==> src/rtl/seven_seg_pkg.sv <==
// -----------------------------------------------------------------------------
// seven_seg_pkg
// Shared types and constants for the four-digit seven-segment scanner.
//   SEG_LUT     : hex nibble -> active-low segments, bit order gfedcba
//   SEG_BLANK   : all segments off
//   scan_state_t: scan FSM states (BLANK, DRIVE)
//   disp_word_t : one display word {value, digit_en, dp} used by the
//                 pending and shadow registers
// Helper functions: seg_decode (table lookup), lzs_mask (leading-zero
// suppression mask, used only when SEVEN_SEG_LZS_EN is defined).
// -----------------------------------------------------------------------------
package seven_seg_pkg;

  // This board has exactly four digits; the index width follows from that.
  localparam int DIGITS = 4;
  localparam int IDX_W  = 2;

  localparam logic [6:0] SEG_BLANK = 7'b1111111;

  // Active-low segments, gfedcba. Index is the hex nibble.
  localparam logic [6:0] SEG_LUT [0:15] = '{
    7'b1000000,  // 0
    7'b1111001,  // 1
    7'b0100100,  // 2
    7'b0110000,  // 3
    7'b0011001,  // 4
    7'b0010010,  // 5
    7'b0000010,  // 6
    7'b1111000,  // 7
    7'b0000000,  // 8
    7'b0010000,  // 9
    7'b0001000,  // A
    7'b0000011,  // b
    7'b1000110,  // C
    7'b0100001,  // d
    7'b0000110,  // E
    7'b0001110   // F
  };

  typedef enum logic {
    BLANK = 1'b0,
    DRIVE = 1'b1
  } scan_state_t;

  typedef struct packed {
    logic [15:0] value;
    logic [3:0]  digit_en;
    logic [3:0]  dp;
  } disp_word_t;

  // Blank-equivalent display word: nothing lights until the first load.
  localparam disp_word_t DISP_RESET = '{value: 16'h0000, digit_en: 4'h0, dp: 4'h0};

  function automatic logic [6:0] seg_decode(input logic [3:0] nib);
    return SEG_LUT[nib];
  endfunction

  // Digits at or below the most-significant nonzero nibble may light.
  // Digit 0 is always allowed so that a value of zero still shows "0".
  function automatic logic [3:0] lzs_mask(input logic [15:0] v);
    logic [3:0] m;
    if (v[15:12] != 4'h0) begin
      m = 4'b1111;
    end else if (v[11:8] != 4'h0) begin
      m = 4'b0111;
    end else if (v[7:4] != 4'h0) begin
      m = 4'b0011;
    end else begin
      m = 4'b0001;
    end
    return m;
  endfunction

endpackage

==> src/rtl/seven_seg_scanner_scan_timer.sv <==
// -----------------------------------------------------------------------------
// scan_timer
// Slot counter and BLANK/DRIVE scan FSM for the seven-segment scanner.
// Each digit slot is REFRESH_DIV cycles: BLANK_CYC cycles blank, then the
// rest driving. The outputs describe the state that takes effect on the
// coming clock edge, so the parent's registered outputs line up exactly
// with the slot timing instead of lagging it by one cycle.
// Ports:
//   clk, rst_n : clock, asynchronous active-low reset
//   idx        : digit index valid after the coming edge
//   drive      : 1 when the FSM will be in DRIVE after the coming edge
//   boundary   : 1 during the cycle whose closing edge ends the DRIVE slot
//                of the last digit (the frame boundary edge)
// -----------------------------------------------------------------------------
module scan_timer
  import seven_seg_pkg::*;
#(
  parameter int REFRESH_DIV = 100_000,
  parameter int BLANK_CYC   = 2_000,
  parameter int NUM_DIGITS  = DIGITS
) (
  input  logic             clk,
  input  logic             rst_n,
  output logic [IDX_W-1:0] idx,
  output logic             drive,
  output logic             boundary
);

  localparam int CNT_W = $clog2(REFRESH_DIV);
  localparam logic [CNT_W-1:0] BLANK_LAST = CNT_W'(BLANK_CYC - 1);
  localparam logic [CNT_W-1:0] SLOT_LAST  = CNT_W'(REFRESH_DIV - 1);
  localparam logic [IDX_W-1:0] IDX_LAST   = IDX_W'(NUM_DIGITS - 1);

  scan_state_t      state_r;
  scan_state_t      state_s;
  logic [CNT_W-1:0] cnt_r;
  logic [CNT_W-1:0] cnt_s;
  logic [IDX_W-1:0] idx_r;
  logic [IDX_W-1:0] idx_s;
  logic             boundary_s;

  // State, slot counter and digit index registers.
  always_ff @(posedge clk or negedge rst_n) begin
    if (!rst_n) begin
      state_r <= BLANK;
      cnt_r   <= {CNT_W{1'b0}};
      idx_r   <= {IDX_W{1'b0}};
    end else begin
      state_r <= state_s;
      cnt_r   <= cnt_s;
      idx_r   <= idx_s;
    end
  end

  // Next-state logic. The counter runs across the whole slot; it only
  // restarts when a DRIVE phase ends, which is also when the index advances.
  always_comb begin
    state_s    = state_r;
    cnt_s      = cnt_r + CNT_W'(1);
    idx_s      = idx_r;
    boundary_s = 1'b0;
    case (state_r)
      BLANK: begin
        if (cnt_r == BLANK_LAST) begin
          state_s = DRIVE;
        end else begin
          state_s = BLANK;
        end
      end
      DRIVE: begin
        if (cnt_r == SLOT_LAST) begin
          state_s = BLANK;
          cnt_s   = {CNT_W{1'b0}};
          if (idx_r == IDX_LAST) begin
            idx_s      = {IDX_W{1'b0}};
            boundary_s = 1'b1;
          end else begin
            idx_s      = idx_r + IDX_W'(1);
            boundary_s = 1'b0;
          end
        end else begin
          state_s = DRIVE;
        end
      end
      default: begin
        state_s = BLANK;
        cnt_s   = {CNT_W{1'b0}};
        idx_s   = {IDX_W{1'b0}};
      end
    endcase
  end

  assign idx      = idx_s;
  assign drive    = (state_s == DRIVE);
  assign boundary = boundary_s;

endmodule

==> src/rtl/seven_seg_scanner.sv <==
// -----------------------------------------------------------------------------
// seven_seg_scanner
// Time-multiplexed controller for a 4-digit common-anode seven-segment
// display. A load strobe captures {value, digit_en, dp} into a pending
// register; the pending word moves into the shadow (displayed) register only
// at a frame boundary, so one frame never mixes old and new data. A load on
// the boundary edge itself goes straight into the shadow register.
// Optional build macro:
//   SEVEN_SEG_LZS_EN : leading-zero suppression (digits above the
//                      most-significant nonzero nibble stay dark)
// Ports:
//   clk, rst_n  : clock, asynchronous active-low reset
//   value[15:0] : hex value, nibble i -> digit i, digit 0 rightmost
//   digit_en[3:0], dp[3:0] : per-digit enable / decimal point (1 = lit)
//   load        : single-cycle capture strobe
//   seg[6:0]    : active-low segments gfedcba (registered)
//   dp_n        : active-low decimal point (registered)
//   an[3:0]     : active-low anodes, one-hot-low while driving (registered)
//   frame_done  : one-cycle pulse after each frame boundary (registered)
// -----------------------------------------------------------------------------
module seven_seg_scanner
  import seven_seg_pkg::*;
#(
  parameter int NUM_DIGITS  = DIGITS,
  parameter int REFRESH_DIV = 100_000,
  parameter int BLANK_CYC   = 2_000
) (
  input  logic        clk,
  input  logic        rst_n,
  input  logic [15:0] value,
  input  logic [3:0]  digit_en,
  input  logic [3:0]  dp,
  input  logic        load,
  output logic [6:0]  seg,
  output logic        dp_n,
  output logic [3:0]  an,
  output logic        frame_done
);

  disp_word_t       incoming_s;
  disp_word_t       pending_r;
  disp_word_t       shadow_r;
  logic             pending_valid_r;

  logic [IDX_W-1:0] idx_s;
  logic             drive_s;
  logic             boundary_s;

  logic [3:0]       lit_mask_s;
  logic [3:0]       nibble_s;
  logic [3:0]       an_s;
  logic [6:0]       seg_s;
  logic             dp_n_s;

  logic [3:0]       an_r;
  logic [6:0]       seg_r;
  logic             dp_n_r;
  logic             frame_done_r;

  scan_timer #(
    .REFRESH_DIV (REFRESH_DIV),
    .BLANK_CYC   (BLANK_CYC),
    .NUM_DIGITS  (NUM_DIGITS)
  ) u_scan_timer (
    .clk      (clk),
    .rst_n    (rst_n),
    .idx      (idx_s),
    .drive    (drive_s),
    .boundary (boundary_s)
  );

  // Pack the load inputs into one display word.
  always_comb begin
    incoming_s          = DISP_RESET;
    incoming_s.value    = value;
    incoming_s.digit_en = digit_en;
    incoming_s.dp       = dp;
  end

  // Pending/shadow double buffer. At the boundary a coincident load wins over
  // any older pending word and pending_valid always ends cleared.
  always_ff @(posedge clk or negedge rst_n) begin
    if (!rst_n) begin
      pending_r       <= DISP_RESET;
      shadow_r        <= DISP_RESET;
      pending_valid_r <= 1'b0;
    end else if (boundary_s) begin
      if (load) begin
        pending_r <= incoming_s;
        shadow_r  <= incoming_s;
      end else if (pending_valid_r) begin
        shadow_r  <= pending_r;
      end
      pending_valid_r <= 1'b0;
    end else if (load) begin
      pending_r       <= incoming_s;
      pending_valid_r <= 1'b1;
    end
  end

  // Which digits may light this frame.
`ifdef SEVEN_SEG_LZS_EN
  always_comb begin
    lit_mask_s = shadow_r.digit_en & lzs_mask(shadow_r.value);
  end
`else
  always_comb begin
    lit_mask_s = shadow_r.digit_en;
  end
`endif

  // Next output values. Shadow is only read while driving, and at least one
  // blank cycle follows every boundary, so a shadow swap is never visible
  // mid-slot.
  always_comb begin
    an_s     = 4'b1111;
    seg_s    = SEG_BLANK;
    dp_n_s   = 1'b1;
    nibble_s = shadow_r.value[{idx_s, 2'b00} +: 4];
    if (drive_s && lit_mask_s[idx_s]) begin
      an_s   = ~(4'b0001 << idx_s);
      seg_s  = seg_decode(nibble_s);
      dp_n_s = ~shadow_r.dp[idx_s];
    end else begin
      an_s   = 4'b1111;
      seg_s  = SEG_BLANK;
      dp_n_s = 1'b1;
    end
  end

  // Registered outputs.
  always_ff @(posedge clk or negedge rst_n) begin
    if (!rst_n) begin
      an_r         <= 4'b1111;
      seg_r        <= SEG_BLANK;
      dp_n_r       <= 1'b1;
      frame_done_r <= 1'b0;
    end else begin
      an_r         <= an_s;
      seg_r        <= seg_s;
      dp_n_r       <= dp_n_s;
      frame_done_r <= boundary_s;
    end
  end

  assign an         = an_r;
  assign seg        = seg_r;
  assign dp_n       = dp_n_r;
  assign frame_done = frame_done_r;

endmodule

==> config.mk <==
export PLATFORM = sky130hd
export DESIGN_NAME = seven_seg_scanner
export DESIGN_NICKNAME = d
export VERILOG_FILES = /design/src/rtl/seven_seg_pkg.sv /design/src/rtl/seven_seg_scanner_scan_timer.sv /design/src/rtl/seven_seg_scanner.sv
export SDC_FILE = /design/constraint.sdc
export NUM_CORES = 1
export LEC_CHECK = 0
export BUFFER_PORTS_ARGS = -buffer_cell sky130_fd_sc_hd__buf_4
export CELL_PAD_IN_SITES_DETAIL_PLACEMENT = 0
export CELL_PAD_IN_SITES_GLOBAL_PLACEMENT = 1
export CORE_ASPECT_RATIO = 0.6
export CORE_MARGIN = 3
export CORE_UTILIZATION = 52
export CTS_BUF_LIST = sky130_fd_sc_hd__clkbuf_16
export DETAILED_ROUTE_END_ITERATION = 12
export MAX_ROUTING_LAYER = met4
export PLACE_DENSITY = 0.84
export SLEW_MARGIN = 20
export SYNTH_ARGS = -nofsm -noshare
export SYNTH_HDL_FRONTEND = slang
export SYNTH_SLANG_ARGS = --single-unit
==> constraint.sdc <==
create_clock -name clk -period 4.5 [get_ports clk]
set_clock_uncertainty 0.1 [all_clocks]
set_input_delay 0.9 -clock clk [delete_from_list [all_inputs] [get_ports clk]]
set_output_delay 0.9 -clock clk [all_outputs]
set_load 0.05 [all_outputs]
* Yosys cells after proc, flatten, opt, wreduce, memory -nomap -nowiden
Memory sizes are Yosys's and may differ from the RTL's.
Index checks and enable logic that the tools add are counted.
** Word-level totals
- Flip-flop bits (word level) :: 82
- ROM bits :: 112
- Input bits :: 27
- Word-level logic and storage cells :: 56
- Memories :: 1
** Memories
- (name not given) :: words 16, bits a word 7, rd ports 1, clocked after memory_dff 0, wr ports 0, RTL line seven_seg_pkg.sv:55 : return SEG_LUT[nib];
** Operators by class
- $add $sub $neg :: 2
- Magnitude comparators :: 2
- Equal/unequal tests :: 3
- Shift operators :: 2
- Mux-type cells :: 24
- Bitwise operators :: 4
- Reduce and logical (&&, ||, !) cells :: 4
** Operator list (number)
- $mux 24 :: 2
- $mux 17 :: 2
- $mux 7 :: 3
- $add 17x1->17 const B :: 1
- $eq 17x11->1 const B :: 1
- $eq 17x17->1 const B :: 1
- $shiftx 16x5->4 :: 1
- $mux 1 :: 10
- $mux 2 :: 3
- $ge 5x5->1 const B :: 1
- $not 4->5 :: 1
- $bmux 1 s2 :: 2
- $mux 4 :: 1
- $not 4->4 :: 1
- $reduce_bool 2->1 :: 2
- $shl 1x2->4 const A :: 1
- $lt 2x3->1 const B :: 1
- $add 2x1->2 const B :: 1
- $eq 2x2->1 const B :: 1
- $not 1->1 :: 2
- $pmux 1 s2 :: 1
- $reduce_and 2->1 :: 1
- $logic_and 1x1->1 :: 1

* Logic depth before layout (Yosys ltp)
Gate-level depths: netlist of the first run.
- Word-level depth :: 10
- Mapped depth :: 14

* Modules after synthesis
From an unflattened synthesis of the first run, not the netlist that was laid out.
** Second synthesis, totals
- Cells, all modules :: 257
- Area, all modules :: 3593.4 sq um
** Modules (own cells, without submodules)
- seven_seg_scanner :: times used 1, cells an instance 169, area each 2627.5 sq um
- scan_timer :: times used 1, cells an instance 88, area each 965.9 sq um

* Least setup slack after synthesis of the first run
No wires, ideal clock.
- Kind :: reg-to-reg
- From :: register u_scan_timer.cnt_r[0]
- To :: register seg_r[3], in the netlist seg[3]
- Library setup time :: 77 ps
- Arrival :: 2745 ps
- Required time :: 4323 ps
- Path slack :: 1578 ps
- Stages on the path, launching flop included :: 14
- Period minus slack after synthesis :: 2922 ps
- Cell sequence :: dfrtp_1 ha_1 and3_1 clkbuf_2 nand4_4 nor2_8 mux2i_4 clkinv_4 mux2i_1 inv_1 ha_1 nand3_1 o21ai_0 a31oi_1
** On the way
- Longest elaborated chain between the ends :: 9
- Elaborated cells between the ends (all ways) :: 16
- Classes of those cells :: eq/ne (2); shift (1); mux (10); bitwise (1); reduce/logical (1); memory (1)
** Ends and longest elaborated chain
- start: declaration :: RTL line seven_seg_scanner_scan_timer.sv:36 : logic [CNT_W-1:0] cnt_r;
- start signal: assignment :: RTL line seven_seg_scanner_scan_timer.sv:46 : cnt_r <= {CNT_W{1'b0}};
- start signal: assignment :: RTL line seven_seg_scanner_scan_timer.sv:50 : cnt_r <= cnt_s;
- $eq 17x17->1 * :: RTL line seven_seg_scanner_scan_timer.sv:71 : if (cnt_r == SLOT_LAST) begin
- $mux 2 * :: RTL line seven_seg_scanner_scan_timer.sv:71
- $mux 2 * :: RTL line seven_seg_scanner_scan_timer.sv:62 : case (state_r)
- via idx_s[1] :: RTL line seven_seg_scanner.sv:45 : logic [IDX_W-1:0] idx_s;
- $shiftx 16x5->4 :: RTL line seven_seg_scanner.sv:119 : nibble_s = shadow_r.value[{idx_s, 2'b00} +: 4];
- $not 4->5 (implied by the code) :: RTL line seven_seg_pkg.sv:55
- $mem_v2 16x7
- $mux 7 (implied by the code) (2 in a row) :: RTL line seven_seg_pkg.sv:55
- $mux 7 * :: RTL line seven_seg_scanner.sv:120 : if (drive_s && lit_mask_s[idx_s]) begin
- via seg_s[3] :: RTL line seven_seg_scanner.sv:52 : logic [6:0] seg_s;
- end signal: assignment :: RTL line seven_seg_scanner.sv:140 : seg_r <= seg_s;
- end: declaration :: RTL line seven_seg_scanner.sv:56 : logic [6:0] seg_r;
The timed path passes the listed nets; every way through them passes the cells marked *. The select of a mux whose other input is x is not followed.
A chain may end at the register's enable or synchronous reset.

* Worst setup path after layout of the first run
- From :: register u_scan_timer.idx_r[0]
- To :: register seg_r[3], in the netlist seg[3]
** On the way
- Longest elaborated chain between the ends :: 10
- Elaborated cells between the ends (all ways) :: 14
- Classes of those cells :: add/sub (1); eq/ne (1); shift (1); mux (8); bitwise (1); reduce/logical (1); memory (1)
** Ends and longest elaborated chain
- start: declaration :: RTL line seven_seg_scanner_scan_timer.sv:38 : logic [IDX_W-1:0] idx_r;
- start signal: assignment :: RTL line seven_seg_scanner_scan_timer.sv:47 : idx_r <= {IDX_W{1'b0}};
- start signal: assignment :: RTL line seven_seg_scanner_scan_timer.sv:51 : idx_r <= idx_s;
- $add 2x1->2 or $eq 2x2->1 (tied branches) :: RTL line seven_seg_scanner_scan_timer.sv:78, seven_seg_scanner_scan_timer.sv:74
- $mux 2 :: RTL line seven_seg_scanner_scan_timer.sv:74 : if (idx_r == IDX_LAST) begin
- $mux 2 :: RTL line seven_seg_scanner_scan_timer.sv:71
- $mux 2 * :: RTL line seven_seg_scanner_scan_timer.sv:62
- $shiftx 16x5->4 :: RTL line seven_seg_scanner.sv:119
- $not 4->5 (implied by the code) :: RTL line seven_seg_pkg.sv:55
- $mem_v2 16x7
- $mux 7 (implied by the code) (2 in a row) :: RTL line seven_seg_pkg.sv:55
- $mux 7 * :: RTL line seven_seg_scanner.sv:120
- via seg_s[3] :: RTL line seven_seg_scanner.sv:52
Marks and branches as above.

==> results.ini, run 1 <==
[outcome]
status = completed

[layout]
utilization = 0.659
diodes = 0
nets = 361
syn_to_final_growth_pct = 18.5
drive_above_1_share = 0.435
final_cell_area_um2 = 4570

[timing]
slew_violations = 0
fin_crit_ns = 3.49
period_share = 0.776
worst_slack_ns = 1.01
rsz0062_at_grt = no
setup_viol = 0
fmax_mhz = 286
setup_tns_ns = 0
max-slew-margin-rel = 0.346
hold_viol = 0
worst_pin_slew_ns = 0.980

[floorplan]
die_w_um = 117
num_io_pins = 40
die_h_um = 72.7
die_area_um2 = 8520
core_area_um2 = 6940
rows = 23
initial_utilization = 0.556

[logic_synthesis]
ys_seq_area_frac = 0.536
synth_area_um2 = 3860
synth-edff-count = 0
synth_seq_cells = 82
synthCells = 284
avgSynthCellArea_um2 = 13.6
synth_cell_types = 58
synthArstFlopShare = 1.00
synth_warnings = 0
ys.flop_type = dfrtp_1
syn_nets = 319

[routing]
drc = 0
drt_iter0_drc = 160
vias = 2368
avgViaCountPerCell = 5.49
routed_wirelength_um = 7230
drtAntennaViolNets = 0
wl_per_cell_um = 16.8
detail_route.first_pass.iterations = 4

[grt]
grt_max_degree = 83
antenna_found_initial = 0
grt_first_pass_wirelength_um = 12300
grt_use_total = 0.196
grt_pass1_vias = 2351
grt_remaining_overflow = 0

[worst_setup_path]
cp_num_cells = 11
path_class = reg2reg
cp_slowest_cell = o21ai_2
rr_worst_depth = 11
reg2reg_from = u_scan_timer.idx_r[0]
startpoint_type = flop
endpoint_kind = flop
path_delay_family = compound AO/OA/AOI/OAI gates
startpoint = u_scan_timer.idx_r[0]
crit_chain = ha_1, nor4_4, nand2_4, o21ai_2, mux2i_1, mux2i_1, inv_1, ha_1, nand3_1, o21ai_0, a31oi_1
slowest_delay_ns = 0.54
critical_path_required_ns = 4.66
worstPathArrival_ns = 3.65
cp_max_fo = 12
path_buf_inv = 1

[cts]
cts.sinks = 82
cts_tree = built
htree_levels = 3
clockRootBuffer = clkbuf_16
cts_setup_buffers = 0
clk_path_buf_depth = 2
cts-resized-gates = 0
cts_buffers = 9
clk_pin_slew_worst_paths_ns = 0.06
insertion_delay_ns = 0.33
ctsHoldBuffers = 0

[place]
dpl_worst_slack_ns = 1.04
globalplace.congestion = 0.893
port_buffers = 39
dp_hpwl_um = 5240
place_area_um2 = 4230

[power]
power_mw = 1.66
irDropWorstVdd_mv = 0.273
pwr_density_cell_nw_per_um2 = 362
leakage_nw = 2.01

[hold_path]
hold_depth = 1
min_path_type = reg2reg
min_from = lit_mask_s[3]

[flow_run]
cap_violations = 0

worst paths after layout:
check | slack, ns | end
max reg2reg | 1.01 | seg[3]
min | 0.35 | an[3]
min in group asynchronous | 0.61 | frame_done
max | 1.01 | seg[3]
max in group asynchronous | 3.04 | u_scan_timer.cnt_r[5]
min reg2reg | 0.35 | an[3]
through the flow:
step                hold WS (ns)  instances
global placement           0.335        415
detailed placement         0.339        415
global route               0.382        431
CTS                        0.354        431
finish                     0.350        431
floorplan                  0.308        284
cells in the mapped netlist (all sizes together), types with 2 or more instances:
library cell / count / area (um^2)
dfrtp: 70 / 1750
mux2: 48 / 541
mux2i: 16 / 173
nor2: 14 / 68.8
nand2: 13 / 63.8
dfstp: 12 / 315
nand3: 12 / 60.1
ha: 8 / 100
nand4: 8 / 65.1
and3: 7 / 45.1
xnor2: 7 / 61.3
xor2: 7 / 61.3
buf: 6 / 48.8
o21ai: 5 / 28.8
and2: 4 / 27.5
clkbuf: 4 / 16.3
inv: 4 / 15.0
o211ai: 4 / 30.0
o221ai: 4 / 35.0
or3: 4 / 32.5
clkinv: 2 / 12.5
nand3b: 2 / 15.0
nor3: 2 / 10.0
o2111ai: 2 / 52.6
o22ai: 2 / 18.8
worst reg2reg max path, stage by stage (launching register included):
cell and delay [ns]:
dfrtp_1 0.48, ha_1 0.31, nor4_4 0.43, nand2_4 0.09
o21ai_2 0.54, mux2i_1 0.17, mux2i_1 0.44, inv_1 0.19
ha_1 0.34, nand3_1 0.07, o21ai_0 0.09, a31oi_1 0.18
where the power goes:
| part | internal (mW) | switching (mW) |
|---|---|---|
| Clock | 0.541 | 0.284 |
| Sequential | 0.759 | 0.00520 |
| Combinational | 0.0337 | 0.0323 |
placed cells by master (no fill, tap or decap), drive strengths merged, types with 2 or more instances in the layout:
cell | Yosys | final
xor2 | 7 | 7
nand3 | 12 | 12
nor2 | 14 | 14
clkinv | 2 | 6
o21ai | 5 | 5
dfstp | 12 | 12
ha | 8 | 8
dfrtp | 70 | 70
o2111ai | 2 | 2
mux2 | 48 | 48
xnor2 | 7 | 7
and3 | 7 | 7
nand4 | 8 | 8
mux2i | 16 | 16
clkbuf | 4 | 9
nand2 | 13 | 13
bufinv | 0 | 3
o22ai | 2 | 2
or3 | 4 | 4
inv | 4 | 4
buf | 6 | 41
nand3b | 2 | 2
o221ai | 4 | 4
and2 | 4 | 4
nor3 | 2 | 2
o211ai | 4 | 4
flip-flops by register name, summed over array words and instances (netlist names):
signal                flops
u_scan_timer.cnt_r       17
u_scan_timer.idx_r        2
shadow_r                 20
pending_r                24
seg                       7
dp_n                      1
u_scan_timer.state_r      1
frame_done                1
lit_mask_s                4
pending_valid_r           1
an                        4
logic make-up after synthesis:
kind of cell / Yosys count / share of synthesized area
compound gates: 24 / 0.0593
simple gates: 75 / 0.133
mux: 65 / 0.191
xor+xnor: 14 / 0.0318
buf+inv: 16 / 0.0240
flops: 82 / 0.536
fa+ha+maj: 8 / 0.0259
area by class of cell:
| class | count | area (um^2) |
|---|---|---|
| Tap cell | 100 | 125 |
| Fill cell | 518 | 2360 |
| Clock buffer | 9 | 225 |
| Clock inverter | 7 | 118 |
| Sequential cell | 82 | 2070 |
| Timing Repair Buffer | 41 | 308 |
| Multi-Input combinational cell | 186 | 1700 |
| Inverter | 6 | 27.5 |
routing by layer:
metal,part of all wire,vias up,track usage
li1,-,1123,-
met1,0.52,1171,0.295
met2,0.41,68,0.253
met3,0.060,6,0.0663
met4,0.0080,0,0.0496
met5,0,-,-
No activity file was read; power rests on OpenSTA's default activity.
==> run 2: changes to the inputs <==
--- a/config.mk
+++ b/config.mk
@@ -10,11 +10,11 @@
 export CELL_PAD_IN_SITES_GLOBAL_PLACEMENT = 1
 export CORE_ASPECT_RATIO = 0.6
 export CORE_MARGIN = 3
-export CORE_UTILIZATION = 52
+export CORE_UTILIZATION = 44
 export CTS_BUF_LIST = sky130_fd_sc_hd__clkbuf_16
 export DETAILED_ROUTE_END_ITERATION = 12
 export MAX_ROUTING_LAYER = met4
-export PLACE_DENSITY = 0.84
+export PLACE_DENSITY = 0.76
 export SLEW_MARGIN = 20
 export SYNTH_ARGS = -nofsm -noshare
 export SYNTH_HDL_FRONTEND = slang
==> constraint.sdc (replaced) <==
create_clock -name clk -period 3.15 [get_ports clk]
set_clock_uncertainty 0.1 [all_clocks]
set_input_delay 0.63 -clock clk [delete_from_list [all_inputs] [get_ports clk]]
set_output_delay 0.63 -clock clk [all_outputs]
set_load 0.05 [all_outputs]
==> results.ini, run 2 (same netlist as run 1, synthesis figures left out) <==
[routing]
drc = 0
vias = 2356
drtAntennaViolNets = 0
avgViaCountPerCell = 5.26
drt_iter0_drc = 115
routed_wirelength_um = 7360
wl_per_cell_um = 16.4
detail_route.first_pass.iterations = 4

[floorplan]
core_area_um2 = 8200
initial_utilization = 0.471
die_area_um2 = 9970
num_io_pins = 40
die_w_um = 127
die_h_um = 78.5
rows = 25

[layout]
final_common_cell = dfrtp_1
final_cell_mix = 70 x dfrtp_1, 48 x mux2_2, 48 x buf_4
top_register = pending_r
nets = 370
drive_above_1_share = 0.453
largest_reg_flops = 24
diodes = 0
syn_to_final_growth_pct = 19.5
reg_top3 = pending_r: 24 flops, shadow_r: 20 flops, u_scan_timer.cnt_r: 17 flops

[worst_setup_path]
endpoint_kind = flop
cp_slowest_cell = dfrtp_1
path_buf_inv = 1
cp_max_fo = 5
crit_chain = nor4b_4, and4_2, nand2_4, o21ai_2, mux2i_1, mux2i_2, inv_1, ha_1, nor3_1, a311o_2
slowest_delay_ns = 0.43
startpoint_type = flop
path_class = reg2reg
critical_path_required_ns = 3.31
path_delay_family = simple AND/OR/NAND/NOR gates
worstPathArrival_ns = 3.12

[cts]
cts.sinks = 82
clockRootBuffer = clkbuf_16
cts_tree = built
clk_pin_slew_worst_paths_ns = 0.06
cts_buffers = 9
htree_levels = 3
clk_path_buf_depth = 2
insertion_delay_ns = 0.33
ctsHoldBuffers = 0

[grt]
grt_remaining_overflow = 0
grt_use_total = 0.167
grt_max_degree = 45
antenna_found_initial = 0
grt_first_pass_wirelength_um = 12700
grt_pass1_vias = 2416

[timing]
hold_viol = 0
holdWs_ns = 0.164
fin_crit_ns = 2.96
worst_pin_slew_ns = 0.604
setup_tns_ns = 0
period_share = 0.941
setup_viol = 0
fmax_mhz = 337
slew_violations = 0
rsz0062_at_grt = no
max-slew-margin-rel = 0.596

[flow_run]
cap_violations = 0

[power]
irDropWorstVdd_mv = 0.364
seq_power_share = 0.511
p_int_mw = 1.67
switching_power_mw = 0.471
pwr-share-clk = 0.443
pwr_density_cell_nw_per_um2 = 463
p_sw_frac = 0.220
combinationalPowerShare = 0.046
leakage_nw = 2.03

[hold_path]
min_path_type = in2async

[place]
dp_hpwl_um = 5340
globalplace.congestion = 0.800
port_buffers = 39

[outcome]
status = completed

==> run 2: changes by cell type in the layout (fill, tap and decap cells not counted), moves of 2 or more <==
cell and change:
bufinv_16 -3, mux2i_2 +2, mux2i_1 -2, clkinv_1 +2, buf_4 +7, buf_12 +2
==> run 2: metrics by stage <==
step / instance area, um^2 / power (mW) / utilization / std cells / setup WS [ns]
floorplan: 3860 / 1.15 / - / 284 / 0.228
global placement: 4330 / 1.21 / 0.529 / 432 / 0.235
detailed placement: 4330 / 1.21 / 0.529 / 432 / 0.113
CTS: 4600 / 2.17 / 0.562 / 448 / 0.0972
global route: 4610 / 2.22 / 0.563 / 448 / 0.0271
finish: 4610 / 2.14 / 0.563 / 448 / 0.185
==> run 2: worst paths after layout <==
check	startpoint	endpoint	slack, ns	cells past startpoint
worst max-delay path	u_scan_timer.cnt_r[13]	seg[2]	0.19	10
worst min-delay path	rst_n	pending_r[23]	0.16	1
worst max register to register	u_scan_timer.cnt_r[13]	seg[2]	0.19	10
worst min register to register	u_scan_timer.cnt_r[0]	u_scan_timer.cnt_r[0]	0.35	1
max in group asynchronous	rst_n	pending_r[18]	2.19	2
min in group clk	u_scan_timer.cnt_r[0]	u_scan_timer.cnt_r[0]	0.35	1
==> run 2: timing repair <==
| item | in CTS | in global routing |
|---|---|---|
| setup buffers | 0 | 0 |
| endpoints found under the setup margin | 0 | 6 |
| resized for setup | 0 | 3 |
==> run 2: layout make-up <==
class | count | area [um^2]
clock buffer | 9 | 225
clock inverter | 7 | 46.3
fill | 691 | 3580
inverter | 6 | 27.5
multi-input combinational | 186 | 1710
sequential | 82 | 2070
tap | 108 | 135
timing repair buffer | 50 | 400
==> run 2: worst register-to-register path, cell delays in order (launching register included) <==
cell and delay [ns]:
dfrtp_1 0.43, nor4b_4 0.40, and4_2 0.36, nand2_4 0.07
o21ai_2 0.30, mux2i_1 0.27, mux2i_2 0.12, inv_1 0.14
ha_1 0.26, nor3_1 0.09, a311o_2 0.36
==> run 2: layer usage <==
metal	vias up	global-route usage	wire length, um
li1	1137	-	-
met1	1167	0.256	4090
met2	45	0.209	2840
met3	7	0.0530	361
met4	0	0.0450	67
met5	-	-	0
==> run 2: power groups by stage <==
stage          combinational (mW)  clock [mW]  sequential, mW
3_3_place_gp               0.0993           0            1.11
6_report                   0.0983       0.947            1.09
2_1_floorplan              0.0423           0            1.11
5_1_grt                     0.111        1.02            1.09
4_1_cts                     0.102       0.973            1.09
3_5_place_dp                0.101           0            1.11
==> run 3: changes to the inputs <==
--- a/config.mk
+++ b/config.mk
@@ -10,12 +10,13 @@
 export CELL_PAD_IN_SITES_GLOBAL_PLACEMENT = 1
 export CORE_ASPECT_RATIO = 0.6
 export CORE_MARGIN = 3
-export CORE_UTILIZATION = 44
+export CORE_UTILIZATION = 43
 export CTS_BUF_LIST = sky130_fd_sc_hd__clkbuf_16
 export DETAILED_ROUTE_END_ITERATION = 12
 export MAX_ROUTING_LAYER = met4
-export PLACE_DENSITY = 0.76
+export PLACE_DENSITY = 0.75
 export SLEW_MARGIN = 20
 export SYNTH_ARGS = -nofsm -noshare
 export SYNTH_HDL_FRONTEND = slang
+export SYNTH_HIERARCHICAL = 1
 export SYNTH_SLANG_ARGS = --single-unit
==> results.ini, run 3 <==
[timing]
max-slew-margin-rel = 0.558
setup_viol = 1
period_share = 1.00
fmax_mhz = 316
rsz0062_at_grt = yes
worst_pin_slew_ns = 0.658
hold_viol = 0
fin_crit_ns = 3.16
worst_slack_ns = -0.0118
slew_violations = 0

[logic_synthesis]
synthCells = 257
syn_nets = 292
synth_common_cells = 70 x dfrtp_1, 50 x mux2_2, 15 x nor2_1
synthArstFlopShare = 1.00
ys.flop_type = dfrtp_1
synth_seq_cells = 82
synth_most_common_cell = dfrtp_1
synth-edff-count = 0
synth_cell_types = 40
synth_top_area_cell = dfrtp_1
synth_area_um2 = 3590
ys_seq_area_frac = 0.575
synth_warnings = 6
synth.area.top_cells = dfrtp_1 49%, mux2_2 16%, dfstp_2 8.8%, mux4_1 2.9%, ha_1 2.8%
synth_top_area_frac = 0.487
avgSynthCellArea_um2 = 14.0

[floorplan]
die_area_um2 = 9530
core_area_um2 = 8010
die_h_um = 76.8
die_w_um = 124
num_io_pins = 40
rows = 25
initial_utilization = 0.449

[outcome]
violations = negative setup slack
status = finished, violations left

[place]
dp_hpwl_um = 4880
globalplace.congestion = 0.919
port_buffers = 39
place_area_um2 = 4100
place_inst = 412
dpl_worst_slack_ns = 0.0169

[grt]
antenna_found_initial = 0
grt_pass1_vias = 2206
grt_max_degree = 83
grt_first_pass_wirelength_um = 11500
grt_use_total = 0.165
grt_remaining_overflow = 0

[cts]
cts.sinks = 82
ctsHoldBuffers = 0
insertion_delay_ns = 0.33
cts_tree = built
clk_path_buf_depth = 2
htree_levels = 3
cts_buffers = 9
clk_pin_slew_worst_paths_ns = 0.06
clockRootBuffer = clkbuf_16

[worst_setup_path]
path_class = reg2reg
cp_slowest_cell = or4b_4
cp_max_fo = 5
startpoint_type = flop
path_delay_family = simple AND/OR/NAND/NOR gates
worstPathArrival_ns = 3.33
critical_path_required_ns = 3.32
path_buf_inv = 2
crit_chain = or4b_4, nor4_4, and3_4, mux2_4, mux4_2, inv_2, ha_2, inv_1, mux2i_1, mux2i_1, nand2_1
slowest_delay_ns = 0.55
crit_top_cell = mux2i_1
endpoint_kind = flop

[power]
seq_power_share = 0.501
irDropWorstVdd_mv = 0.286
p_int_mw = 1.74
leakage_nw = 2.04
pwr_density_cell_nw_per_um2 = 479
p_sw_frac = 0.201
switching_power_mw = 0.438
combinationalPowerShare = 0.045
pwr-share-clk = 0.453

[layout]
final_common_cell = dfrtp_1
top_register = pending_r
drive_above_1_share = 0.515
reg_top3 = pending_r: 24 flops, shadow_r: 20 flops, u_scan_timer/cnt_r: 17 flops
largest_reg_flops = 24
final_cell_area_um2 = 4540
syn_to_final_growth_pct = 26.4
final_cells = 436
utilization = 0.567
nets = 358
diodes = 0
final_cell_mix = 70 x dfrtp_1, 64 x buf_4, 49 x mux2_2

[hold_path]
min_path_type = in2async

[routing]
detail_route.first_pass.iterations = 4
wl_per_cell_um = 16.4
avgViaCountPerCell = 5.11
vias = 2230
drtAntennaViolNets = 0
drt_iter0_drc = 117
routed_wirelength_um = 7140
drc = 0

[flow_run]
cap_violations = 0

-- run 3: cell types whose count changed after synthesis, moves of 3 or more --
cell,delta
nand3_1,-6
mux4_1,+4
o21ai_0,-3
nand2_1,-3
and3_1,-3
mux2i_1,-12
a21oi_1,+3
-- run 3: through the flow --
| stage | setup TNS [ns] | power, mW | hold WS, ns |
|---|---|---|---|
| after floorplan | -0.00581 | 1.15 | 0.234 |
| after global placement | 0 | 1.21 | 0.345 |
| after detailed placement | 0 | 1.21 | 0.349 |
| after CTS | 0 | 2.21 | 0.367 |
| after global routing | -0.578 | 2.27 | 0.168 |
| final | -0.0118 | 2.18 | 0.143 |
-- run 3: what timing repair did --
action                                  CTS  global route
buffers inserted                          4             3
endpoints found under the setup margin    1             8
gates resized for setup                   0            19
pin swaps                                 0             7
-- run 3: kinds of logic after synthesis --
kind of cell | count (synthesis) | synth area share
AO/OA/AOI/OAI | 15 | 0.0296
XOR/XNOR | 14 | 0.0341
adder cells (fa/ha/maj) | 8 | 0.0279
buffers and inverters | 19 | 0.0282
flip-flops | 82 | 0.575
multiplexers | 60 | 0.211
AND/OR/NAND/NOR | 59 | 0.0940
-- run 3: per-layer routing --
| layer | share of wire | global-route usage |
|---|---|---|
| met1 | 0.53 | 0.249 |
| met2 | 0.41 | 0.211 |
| met3 | 0.053 | 0.0523 |
| met4 | 0.011 | 0.0492 |
| met5 | 0 | - |
-- run 3: final timing paths --
| path | start | end | slack, ns | cells past startpoint |
|---|---|---|---|---|
| max | u_scan_timer/cnt_r[5] | seg[3] | -0.01 | 11 |
| min | rst_n | pending_r[8] | 0.14 | 1 |
| max reg2reg | u_scan_timer/cnt_r[5] | seg[3] | -0.01 | 11 |
| min reg2reg | u_scan_timer/cnt_r[0] | u_scan_timer/cnt_r[0] | 0.37 | 1 |
| max in group asynchronous | rst_n | seg[3] | 2.19 | 2 |
| min in group clk | u_scan_timer/cnt_r[0] | u_scan_timer/cnt_r[0] | 0.37 | 1 |
-- run 3: power groups by stage --
stage          sequential [mW]  combinational (mW)  clock [mW]
2_1_floorplan             1.11              0.0432           0
3_3_place_gp              1.11              0.0964           0
3_5_place_dp              1.11              0.0977           0
4_1_cts                   1.09              0.0982        1.02
5_1_grt                   1.09               0.112        1.07
6_report                  1.09              0.0991       0.987
-- run 3: cell type report --
class                      instances  area (um^2)
inverter                           6         22.5
clock buffer                       9          225
clock inverter                     7         60.1
timing repair buffer              68          542
tap                              108          135
sequential                        82         2070
multi-input combinational        156         1490
fill                             669         3470
